[src/rtl/dallanma_ongorucu_gshare_if.sv]
// Fetch/execute/statistics signal bundle of the gshare branch predictor.
// master: the pipeline side, slave: the predictor.
interface dallanma_ongorucu_gshare_if #(
  parameter int unsigned PS_BIT    = 32,
  parameter int unsigned GGY_BIT   = 6,
  parameter int unsigned SAYAC_BIT = 32
);
  logic                 ps_gecerli_i;
  logic [PS_BIT-1:0]    ps_i;
  logic                 atladi_o;
  logic [PS_BIT-1:0]    ongoru_o;
  logic [GGY_BIT-1:0]   ongoru_ggy_o;

  logic                 yurut_guncelle_i;
  logic [PS_BIT-1:0]    yurut_ps_i;
  logic [1:0]           yurut_tur_i;
  logic                 yurut_atladi_i;
  logic [PS_BIT-1:0]    yurut_atlanan_adres_i;
  logic [GGY_BIT-1:0]   yurut_ggy_i;
  logic                 yurut_hatali_tahmin_i;

  logic [SAYAC_BIT-1:0] dogru_sayac_o;
  logic [SAYAC_BIT-1:0] yanlis_sayac_o;

  modport master (
    output ps_gecerli_i, ps_i,
    output yurut_guncelle_i, yurut_ps_i, yurut_tur_i, yurut_atladi_i,
           yurut_atlanan_adres_i, yurut_ggy_i, yurut_hatali_tahmin_i,
    input  atladi_o, ongoru_o, ongoru_ggy_o, dogru_sayac_o, yanlis_sayac_o
  );

  modport slave (
    input  ps_gecerli_i, ps_i,
    input  yurut_guncelle_i, yurut_ps_i, yurut_tur_i, yurut_atladi_i,
           yurut_atlanan_adres_i, yurut_ggy_i, yurut_hatali_tahmin_i,
    output atladi_o, ongoru_o, ongoru_ggy_o, dogru_sayac_o, yanlis_sayac_o
  );
endinterface

[src/rtl/dallanma_ongorucu_gshare.sv]
// Branch predictor: tagged typed BTB, gshare 2-bit counters, circular RAS,
// speculative global history repaired from execute on mispredict.
module dallanma_ongorucu_gshare #(
    parameter int unsigned PS_BIT       = 32,
    parameter int unsigned BTB_SATIR    = 32,
    parameter int unsigned BHT_SATIR    = 64,
    parameter int unsigned GGY_BIT      = 6,
    parameter int unsigned RAS_DERINLIK = 8,
    parameter int unsigned SAYAC_BIT    = 32
) (
    input logic clk_i,
    input logic rstn_i,
    dallanma_ongorucu_gshare_if.slave bus
);
    localparam int unsigned BTB_IDX = $clog2(BTB_SATIR);
    localparam int unsigned BHT_IDX = $clog2(BHT_SATIR);
    localparam int unsigned RAS_IDX = (RAS_DERINLIK > 1) ? $clog2(RAS_DERINLIK) : 1;
    localparam int unsigned TAG_BIT = PS_BIT - BTB_IDX - 2;

    typedef enum logic [1:0] {
        TUR_KOSUL = 2'd0,
        TUR_ATLA  = 2'd1,
        TUR_CAGRI = 2'd2,
        TUR_DONUS = 2'd3
    } tur_t;

    logic                 btb_gecerli [BTB_SATIR];
    logic [TAG_BIT-1:0]   btb_etiket  [BTB_SATIR];
    tur_t                 btb_tur     [BTB_SATIR];
    logic [PS_BIT-1:0]    btb_hedef   [BTB_SATIR];
    logic [1:0]           bht         [BHT_SATIR];
    logic [PS_BIT-1:0]    ras         [RAS_DERINLIK];
    logic [RAS_IDX-1:0]   ras_ptr;
    logic [RAS_IDX:0]     ras_sayi;
    logic [GGY_BIT-1:0]   ggy;
    logic [SAYAC_BIT-1:0] dogru;
    logic [SAYAC_BIT-1:0] yanlis;

    logic [BTB_IDX-1:0]   f_btb_idx;
    logic [TAG_BIT-1:0]   f_etiket;
    logic [BHT_IDX-1:0]   f_bht_idx;
    tur_t                 f_tur;
    logic [1:0]           f_sayac;
    logic                 isabet;
    logic                 ras_bos;
    logic [PS_BIT-1:0]    ras_ust;
    logic                 atladi;
    logic [PS_BIT-1:0]    ongoru;

    logic [BTB_IDX-1:0]   y_btb_idx;
    logic [TAG_BIT-1:0]   y_etiket;
    logic [BHT_IDX-1:0]   y_bht_idx;
    tur_t                 y_tur;
    logic                 hatali;

    // Whole-word shifts with truncating casts keep every PC bit referenced.
    always_comb begin
        f_btb_idx = BTB_IDX'(bus.ps_i >> 2);
        f_etiket  = TAG_BIT'(bus.ps_i >> (BTB_IDX + 2));
        f_bht_idx = BHT_IDX'(bus.ps_i >> 2) ^ BHT_IDX'(ggy);
        f_tur     = btb_tur[f_btb_idx];
        f_sayac   = bht[f_bht_idx];
        isabet    = bus.ps_gecerli_i && btb_gecerli[f_btb_idx] &&
                    (btb_etiket[f_btb_idx] == f_etiket);
        ras_bos   = (ras_sayi == '0);
        ras_ust   = ras[ras_ptr - RAS_IDX'(1)];
        atladi    = isabet && ((f_tur != TUR_KOSUL) || f_sayac[1]);
        ongoru    = btb_hedef[f_btb_idx];
        if (isabet && (f_tur == TUR_DONUS) && !ras_bos) ongoru = ras_ust;

        y_btb_idx = BTB_IDX'(bus.yurut_ps_i >> 2);
        y_etiket  = TAG_BIT'(bus.yurut_ps_i >> (BTB_IDX + 2));
        y_bht_idx = BHT_IDX'(bus.yurut_ps_i >> 2) ^ BHT_IDX'(bus.yurut_ggy_i);
        y_tur     = tur_t'(bus.yurut_tur_i);
        hatali    = bus.yurut_guncelle_i && bus.yurut_hatali_tahmin_i;
    end

    assign bus.atladi_o       = atladi;
    assign bus.ongoru_o       = ongoru;
    assign bus.ongoru_ggy_o   = ggy;
    assign bus.dogru_sayac_o  = dogru;
    assign bus.yanlis_sayac_o = yanlis;

    always_ff @(posedge clk_i or negedge rstn_i) begin
        if (!rstn_i) begin
            for (int unsigned i = 0; i < BTB_SATIR; i++) btb_gecerli[i] <= 1'b0;
            for (int unsigned i = 0; i < BHT_SATIR; i++) bht[i] <= 2'b01;
        end else if (bus.yurut_guncelle_i) begin
            if (bus.yurut_atladi_i || (y_tur != TUR_KOSUL)) btb_gecerli[y_btb_idx] <= 1'b1;
            if (y_tur == TUR_KOSUL) begin
                if (bus.yurut_atladi_i && (bht[y_bht_idx] != 2'b11))
                    bht[y_bht_idx] <= bht[y_bht_idx] + 2'b01;
                else if (!bus.yurut_atladi_i && (bht[y_bht_idx] != 2'b00))
                    bht[y_bht_idx] <= bht[y_bht_idx] - 2'b01;
            end
        end
    end

    // Payload fields are only meaningful behind a valid bit, so they carry no reset.
    always_ff @(posedge clk_i) begin
        if (bus.yurut_guncelle_i && (bus.yurut_atladi_i || (y_tur != TUR_KOSUL))) begin
            btb_etiket[y_btb_idx] <= y_etiket;
            btb_tur[y_btb_idx]    <= y_tur;
            btb_hedef[y_btb_idx]  <= bus.yurut_atlanan_adres_i;
        end
        if (!hatali && isabet && (f_tur == TUR_CAGRI))
            ras[ras_ptr] <= bus.ps_i + PS_BIT'(4);
    end

    // Mispredict repair takes priority over the speculative shift/push/pop.
    always_ff @(posedge clk_i or negedge rstn_i) begin
        if (!rstn_i) begin
            ggy      <= '0;
            ras_ptr  <= '0;
            ras_sayi <= '0;
            dogru    <= '0;
            yanlis   <= '0;
        end else begin
            if (bus.yurut_guncelle_i) begin
                if (bus.yurut_hatali_tahmin_i) yanlis <= yanlis + SAYAC_BIT'(1);
                else                           dogru  <= dogru + SAYAC_BIT'(1);
            end
            if (hatali) begin
                if (y_tur == TUR_KOSUL) ggy <= {bus.yurut_ggy_i[GGY_BIT-2:0], bus.yurut_atladi_i};
                else                    ggy <= bus.yurut_ggy_i;
                ras_ptr  <= '0;
                ras_sayi <= '0;
            end else if (isabet) begin
                if (f_tur == TUR_KOSUL) ggy <= {ggy[GGY_BIT-2:0], f_sayac[1]};
                if (f_tur == TUR_CAGRI) begin
                    ras_ptr <= ras_ptr + RAS_IDX'(1);
                    if (ras_sayi != (RAS_IDX+1)'(RAS_DERINLIK)) ras_sayi <= ras_sayi + (RAS_IDX+1)'(1);
                end
                if ((f_tur == TUR_DONUS) && !ras_bos) begin
                    ras_ptr  <= ras_ptr - RAS_IDX'(1);
                    ras_sayi <= ras_sayi - (RAS_IDX+1)'(1);
                end
            end
        end
    end
endmodule

[src/flat_wrapper.sv]
// flat-port wrapper written by rule: the top's interface ports become plain ports
module dallanma_ongorucu_gshare_flat 
#(
    parameter int unsigned PS_BIT       = 32,
    parameter int unsigned BTB_SATIR    = 32,
    parameter int unsigned BHT_SATIR    = 64,
    parameter int unsigned GGY_BIT      = 6,
    parameter int unsigned RAS_DERINLIK = 8,
    parameter int unsigned SAYAC_BIT    = 32
)
  (clk_i, rstn_i, bus_ps_gecerli_i, bus_ps_i, bus_yurut_guncelle_i, bus_yurut_ps_i, bus_yurut_tur_i, bus_yurut_atladi_i, bus_yurut_atlanan_adres_i, bus_yurut_ggy_i, bus_yurut_hatali_tahmin_i, bus_atladi_o, bus_ongoru_o, bus_ongoru_ggy_o, bus_dogru_sayac_o, bus_yanlis_sayac_o);
  dallanma_ongorucu_gshare_if #(.PS_BIT(PS_BIT), .GGY_BIT(GGY_BIT), .SAYAC_BIT(SAYAC_BIT)) bus_i ();
  input logic clk_i;
  input logic rstn_i;
  input wire logic [$bits(bus_i.ps_gecerli_i)-1:0] bus_ps_gecerli_i;
  input wire logic [$bits(bus_i.ps_i)-1:0] bus_ps_i;
  input wire logic [$bits(bus_i.yurut_guncelle_i)-1:0] bus_yurut_guncelle_i;
  input wire logic [$bits(bus_i.yurut_ps_i)-1:0] bus_yurut_ps_i;
  input wire logic [$bits(bus_i.yurut_tur_i)-1:0] bus_yurut_tur_i;
  input wire logic [$bits(bus_i.yurut_atladi_i)-1:0] bus_yurut_atladi_i;
  input wire logic [$bits(bus_i.yurut_atlanan_adres_i)-1:0] bus_yurut_atlanan_adres_i;
  input wire logic [$bits(bus_i.yurut_ggy_i)-1:0] bus_yurut_ggy_i;
  input wire logic [$bits(bus_i.yurut_hatali_tahmin_i)-1:0] bus_yurut_hatali_tahmin_i;
  output wire logic [$bits(bus_i.atladi_o)-1:0] bus_atladi_o;
  output wire logic [$bits(bus_i.ongoru_o)-1:0] bus_ongoru_o;
  output wire logic [$bits(bus_i.ongoru_ggy_o)-1:0] bus_ongoru_ggy_o;
  output wire logic [$bits(bus_i.dogru_sayac_o)-1:0] bus_dogru_sayac_o;
  output wire logic [$bits(bus_i.yanlis_sayac_o)-1:0] bus_yanlis_sayac_o;
  assign bus_i.ps_gecerli_i = bus_ps_gecerli_i;
  assign bus_i.ps_i = bus_ps_i;
  assign bus_i.yurut_guncelle_i = bus_yurut_guncelle_i;
  assign bus_i.yurut_ps_i = bus_yurut_ps_i;
  assign bus_i.yurut_tur_i = bus_yurut_tur_i;
  assign bus_i.yurut_atladi_i = bus_yurut_atladi_i;
  assign bus_i.yurut_atlanan_adres_i = bus_yurut_atlanan_adres_i;
  assign bus_i.yurut_ggy_i = bus_yurut_ggy_i;
  assign bus_i.yurut_hatali_tahmin_i = bus_yurut_hatali_tahmin_i;
  assign bus_atladi_o = bus_i.atladi_o;
  assign bus_ongoru_o = bus_i.ongoru_o;
  assign bus_ongoru_ggy_o = bus_i.ongoru_ggy_o;
  assign bus_dogru_sayac_o = bus_i.dogru_sayac_o;
  assign bus_yanlis_sayac_o = bus_i.yanlis_sayac_o;
  dallanma_ongorucu_gshare #(.PS_BIT(PS_BIT), .BTB_SATIR(BTB_SATIR), .BHT_SATIR(BHT_SATIR), .GGY_BIT(GGY_BIT), .RAS_DERINLIK(RAS_DERINLIK), .SAYAC_BIT(SAYAC_BIT)) u_core (.clk_i(clk_i), .rstn_i(rstn_i), .bus(bus_i));
endmodule
[config.mk]
export PLATFORM = sky130hd
export DESIGN_NAME = dallanma_ongorucu_gshare_flat
export DESIGN_NICKNAME = d
export VERILOG_FILES = /design/src/rtl/dallanma_ongorucu_gshare_if.sv /design/src/rtl/dallanma_ongorucu_gshare.sv /design/src/flat_wrapper.sv
export SDC_FILE = /design/constraint.sdc
export NUM_CORES = 2
export LEC_CHECK = 0
export CAP_MARGIN = 20
export CORE_MARGIN = 1.5
export CORE_UTILIZATION = 66
export DETAILED_ROUTE_END_ITERATION = 8
export PLACE_DENSITY = 0.87
export SETUP_SLACK_MARGIN = 0.15
export SYNTH_ARGS = -nofsm -noshare
export SYNTH_HDL_FRONTEND = slang
export SYNTH_SLANG_ARGS = --single-unit
export TNS_END_PERCENT = 50
[constraint.sdc]
create_clock -name clk_i -period 14.5 [get_ports clk_i]
set_clock_uncertainty 0.1 [all_clocks]
set_input_delay 3.625 -clock clk_i [delete_from_list [all_inputs] [get_ports clk_i]]
set_output_delay 3.625 -clock clk_i [all_outputs]
set_load 0.02 [all_outputs]
# Word level (Yosys, flattened, before mapping)

Memories as Yosys holds them, arrays and structs flattened.
Index checks and enable logic that the tools add are counted.

Register bits: 237
Bits in writable memories: 2,144
Output and inout bits: 103
Logic and storage cells: 205
Memories: 4

Add/sub/neg operators: 9
Order comparisons: 6
Equality and inequality tests: 5
Mux-type cells: 35
Bitwise logic cells: 8
Reduce and logical (&&, ||, !) cells: 37

Memory list:

| memory            | words | width | rd ports | clocked after memory_dff | wr ports | line                           | source |
|---|---|---|---|---|---|---|---|
| u_core.btb_hedef  | 32    | 32    | 1        | 0                        | 1        | dallanma_ongorucu_gshare.sv:30 | `logic [PS_BIT-1:0] btb_hedef [BTB_SATIR];` |
| u_core.btb_etiket | 32    | 25    | 1        | 0                        | 1        | dallanma_ongorucu_gshare.sv:28 | `logic [TAG_BIT-1:0] btb_etiket [BTB_SATIR];` |
| u_core.ras        | 8     | 32    | 1        | 0                        | 1        | dallanma_ongorucu_gshare.sv:32 | `logic [PS_BIT-1:0] ras [RAS_DERINLIK];` |
| u_core.btb_tur    | 32    | 2     | 1        | 0                        | 1        | dallanma_ongorucu_gshare.sv:29 | `tur_t btb_tur [BTB_SATIR];` |

Operators with widths:

| cell                                                                  | number |
|---|---|
| 128-bit bitwise mux                                                   | 2 |
| 128-bit 2-to-1 mux                                                    | 2 |
| 32-bit by 1-bit adder with 32-bit output (second input constant)      | 2 |
| 32-bit by 3-bit adder with 32-bit output (second input constant)      | 1 |
| 32-bit 2-to-1 mux                                                     | 1 |
| 32-bit OR                                                             | 1 |
| 25-bit == test                                                        | 1 |
| 2-bit binary-select mux with 6-bit select                             | 2 |
| 6-bit 2-to-1 mux                                                      | 4 |
| 4-bit 2-to-1 mux                                                      | 5 |
| 7-bit greater-or-equal comparator (second input constant)             | 2 |
| 1-bit logical AND                                                     | 14 |
| 6-bit NOT with 7-bit output                                           | 2 |
| 2-bit demux with 6-bit select                                         | 1 |
| 6-bit greater-or-equal comparator (second input constant)             | 2 |
| 3-bit 2-to-1 mux                                                      | 4 |
| 5-bit NOT with 6-bit output                                           | 2 |
| 2-bit nonzero test                                                    | 6 |
| 6-bit bitwise XOR                                                     | 2 |
| 2-bit 2-to-1 mux                                                      | 5 |
| 2-bit AND reduction                                                   | 5 |
| 7-bit by 1-bit < comparator with 1-bit output (second input constant) | 1 |
| 1-bit 2-to-1 mux                                                      | 7 |
| 6-bit by 1-bit < comparator with 1-bit output (second input constant) | 1 |
| 18 further kinds                                                      | 25 |

# Depth between registers and ports, before layout

Depth in word-level cells: 10
Depth in mapped cells: 20
Depth with buffers taken out: 16

# Least setup slack after synthesis

Ideal clock, no wire load.

Path kind: input port to output port
Start point: in bus_ps_i[2]
End point: out bus_ongoru_o[10]
Data arrival time: 6.636 ns
Path slack: 4.139 ns
Stages: 13
Path through: buf_2 buf_6 buf_4 buf_6 buf_6 mux4_2 mux4_2 a31oi_1 a21o_1 nor2_1 nand4_2 buf_4 mux2i_1

Word-level cells in the longest chain between the ends: 9
Elaborated cells on any way between the ends: 14
Classes of those cells: eq/ne (2); mux (4); bitwise (1); reduce/logical (4); memory (3)

RTL lines:

| item                                                                            | line                           | source |
|---|---|---|
| from (decl)                                                                     | flat_wrapper.sv:16             | `input wire logic [$bits(bus_i.ps_i)-1:0] bus_ps_i;` |
| parallel branches: the longest is 8 deep, another holds memory read 32 x 25 bit | -                              |  |
| 32-bit 2-to-1 mux (*)                                                           | dallanma_ongorucu_gshare.sv:69 | `if (isabet && (f_tur == TUR_DONUS) && !ras_bos) ongoru = ras_ust;` |
| to (decl)                                                                       | flat_wrapper.sv:25             | `output wire logic [$bits(bus_i.ongoru_o)-1:0] bus_ongoru_o;` |

Mark *: on every way between the ends. The select of a mux whose other input is x is not followed.

# Worst setup path after layout

Start point: in bus_ps_i[4]
End point: out bus_ongoru_o[4]

The elaborated chain is that of the path after synthesis.

==> results_dict.tcl <==
set metrics [dict create \
    pin_count 213 \
    busiest_layer "met2" \
    grtUsageTotal_pct 37.9 \
    gr-usage-met2_pct 58.8 \
    drt_wl_total_um 283000 \
    critPathTopFamily "buffers and inverters" \
    clockBufferDepth 3 \
    htreeDepth 4 \
    hold_violations 0 \
    grt_pass1_vias 54200 \
    setup_viol 0 \
    yosysSeqAreaShare_pct 74.3 \
    synth_xor_xnor_area_share_pct 1.19 \
    ctsHoldBuffers 0 \
    cp.required_ns 10.77 \
    place_ws_ns 1.40 \
    area_growth_pct 12.5 \
    rrSetupSlack_ns 9.26 \
    post-route-util_pct 75.1 \
    wl_per_cell_um 39.8 \
    path_common_cell "buf_4" \
    hpwl_um 139000 \
    cts_tree "done" \
    synth_adder_area_share_pct 0.140 \
    fin_ws_ns 1.19 \
    clk_pin_slew_worst_paths_ns 0.07 \
    drive_above_1_share_pct 24.1 \
    leakage_nw 35.6 \
    synth_compound_area_share_pct 2.48 \
    cts_buffers 219 \
    routabilityCongestion 0.909 \
    ys_types 73 \
    dr_total_vias 54200 \
    drt_pass1_iterations 7 \
    ys_warn_count 0 \
    place_area_sq_um 99400 \
    hold_ws_ns 0.376 \
    antenna_found_initial 27 \
    synth_area_sq_um 94700 \
    grt_first_pass_wirelength_um 389000 \
    avgViaCountPerCell 7.64 \
    syn_nets 4819 \
    worst_pin_slew_ns 1.18 \
    dieArea_sq_um 146000 \
    status "finished clean" \
    drc_errors 0 \
    critical-path-slowest-cell "nor2b_4" \
    final_cells 7094 \
    final_nets 5146 \
    clock_sinks 2381 \
    synth_seq_cells 2381 \
    num_rows 138 \
    final_area_sq_um 107000 \
    cp_num_buf_inv 5 \
    fin_total_pwr_mw 14.6 \
    drt-initial-drc-count 10200 \
    grt_max_degree 140 \
    synth.avg_cell_area_sq_um 20.2 \
    yosysTopAreaCell "edfxtp_1" \
    io_buffers 210 \
    use_met3_pct 11.4 \
    nFillCells 7105 \
    core-area_sq_um 142000 \
    endpoint_kind "primary output" \
    cap_violations 0 \
    slew_violations 0 \
    die_w_um 382 \
    grt_overflow 0 \
    synthMuxAreaShare_pct 17.5 \
    netlist_instances 4699 \
    max_freq_mhz 75.2 \
    synth-edff-count 2144 \
    fin_crit_ns 13.31 \
    synth.area.top_cells "edfxtp_1, mux4_2, dfrtp_1" \
    path_max_fanout 51 \
    cts_resized 0 \
    tns_ns 0 \
    hold_class "register to register" \
    startpoint_type "primary input" \
    placedCellCount 6681 \
    worstSetupPathType "primary input to primary output" \
    relSlewSlack_pct 21.2 \
    fin_crit_sh_pct 91.8 \
    synth_top_area_share_pct 68.0 \
    async_flop_share_pct 9.95 \
    clock_latency_ns 0.91 \
    ff_latch_area_sq_um 70400 \
    cpPeakStageDelay_ns 0.93 \
    start_util_pct 66.7 \
    root_buffer "clkbuf_16" \
    power.density_nw_per_um2 137 \
    ant_nets 0 \
    cts_setup_buffers 0 \
    rsz0062_at_grt "no" \
    synth_ff_type "edfxtp_1" \
    synthSimpleGateAreaFrac_pct 3.00 \
    synth_top_family_by_area "multiplexers" \
    met1_usage_pct 48.5 \
    vdd_drop_max_mv 0.115 \
    cp_cell_sequence "buf_4 -> nor2b_4 -> buf_4 -> buf_4 -> a221oi_1 -> a32oi_1 -> nor2_1 -> o211ai_1 -> nor3b_1 -> nor2_1 -> nand4_4 -> buf_4 -> mux2i_1 -> clkdlybuf4s50_1" \
    multiInputGateArea_sq_um 23400 \
    die_h_um 382 \
    cp_data_arrival_time_ns 9.58 \
]
[worst reg2reg max path: cells and delay by family, from the launching register on]
family | cells | cell delay [ns]
DFF | 1 | 0.41
AOI/OAI and AO/OA | 2 | 0.66
xor gates and xnor gates | 1 | 0.38
muxes | 1 | 0.46
and+or+nand+nor | 6 | 1.95
buffers and inverters | 2 | 0.87
[cell families after synthesis]
| kind of cell | count (synthesis) |
|---|---|
| flops | 2381 |
| mux | 1000 |
| simple gates | 581 |
| compound gates | 342 |
| buf+inv | 256 |
| xor+xnor | 129 |
| fa+ha+maj | 10 |
[final timing paths]
kind | start | to | depth (start not counted)
worst max-delay path | bus_ps_i[4] | bus_ongoru_o[4] | 14
worst min-delay path | u_core.btb_gecerli[3] | u_core.btb_gecerli[3] | 1
worst max register to register | u_core.btb_etiket[11][2] | u_core.ras[1][17] | 12
worst min register to register | u_core.btb_gecerli[3] | u_core.btb_gecerli[3] | 1
max in group asynchronous | rstn_i | u_core.ras_ptr[0] | 2
min in group asynchronous | rstn_i | u_core.bht[79] | 1
[layout by cell type, fill, tap and decap left out, types with 9 or more instances in the layout]
cell type,count
a21oi_1,53
a22oi_1,111
a31oi_1,19
and3_1,39
and4_1,9
buf_12,11
buf_4,114
bufinv_16,12
clkbuf_1,63
clkbuf_16,221
clkdlybuf4s50_1,204
clkinv_1,43
clkinv_16,9
clkinv_2,24
dfrtp_1,172
dfstp_2,64
diode_2,9
edfxtp_1,2144
inv_1,13
mux2_2,150
mux2i_1,336
mux4_2,512
nand2_1,135
nand2b_1,11
nand3_1,72
nand4_1,13
nor2_1,134
nor2_4,37
nor2b_1,12
nor3_1,22
nor4_1,15
o21ai_0,25
o221ai_1,10
o22ai_1,63
or2_2,40
xnor2_1,89
xor2_1,37
[report_power, final]
group | total (mW) | leakage [nW] | switching (mW) | internal (mW)
Sequential | 7.72 | 22.3 | 0.0933 | 7.63
Clock | 5.71 | 3.33 | 2.65 | 3.06
Combinational | 1.20 | 9.97 | 0.740 | 0.456
Total | 14.6 | 35.6 | 3.48 | 11.1
[state kept, by name (all words and copies together) (netlist names), named ones only]
| signal | flops |
|---|---|
| u_core.bus.ongoru_ggy_o | 6 |
| u_core.btb_etiket | 800 |
| u_core.bus.yanlis_sayac_o | 32 |
| u_core.btb_gecerli | 32 |
| u_core.ras_sayi | 4 |
| u_core.bht | 64 |
| u_core.btb_tur | 64 |
| u_core.ras | 256 |
| u_core.ras_ptr | 3 |
| u_core.bus.dogru_sayac_o | 32 |
| u_core.btb_hedef | 1024 |
[synthesized netlist by cell type, types with 9 or more instances]
cell      number
nor4_1        15
mux2i_1      336
xnor2_1       90
ha_1           9
nand3_1       72
buf_2         49
nor2b_1       14
dfstp_2       64
mux4_2       512
buf_4         23
nand2b_1      11
and4_1         9
and3_1        39
inv_1         15
or2_2         40
buf_1         27
a21oi_1       53
buf_6         19
nand2_1      135
o22ai_1       63
edfxtp_1    2144
a22oi_1      111
clkbuf_1     120
nor3_1        24
a31oi_1       19
xor2_1        39
o221ai_1      10
nand4_1       13
nor2_1       171
dfrtp_1      173
mux2_2       150
o21ai_0       25
[cell type report]
cell class	count	area share (%)
flip-flops and latches	2381	66.1
well taps	1890	2.22
diodes	9	0.0211
repair buffers	344	3.19
clock buffers	291	5.47
multi-input cells	2062	22.0
inverters	18	0.0704
clock inverters	99	0.999
[per-layer routing]
| metal | wire (um) | part of all wire (%) |
|---|---|---|
| met1 | 88300 | 31 |
| met2 | 133000 | 47 |
| met3 | 41100 | 15 |
| met4 | 19600 | 6.9 |
| met5 | 229 | 0.081 |
(Power assumes the default switching activity.)
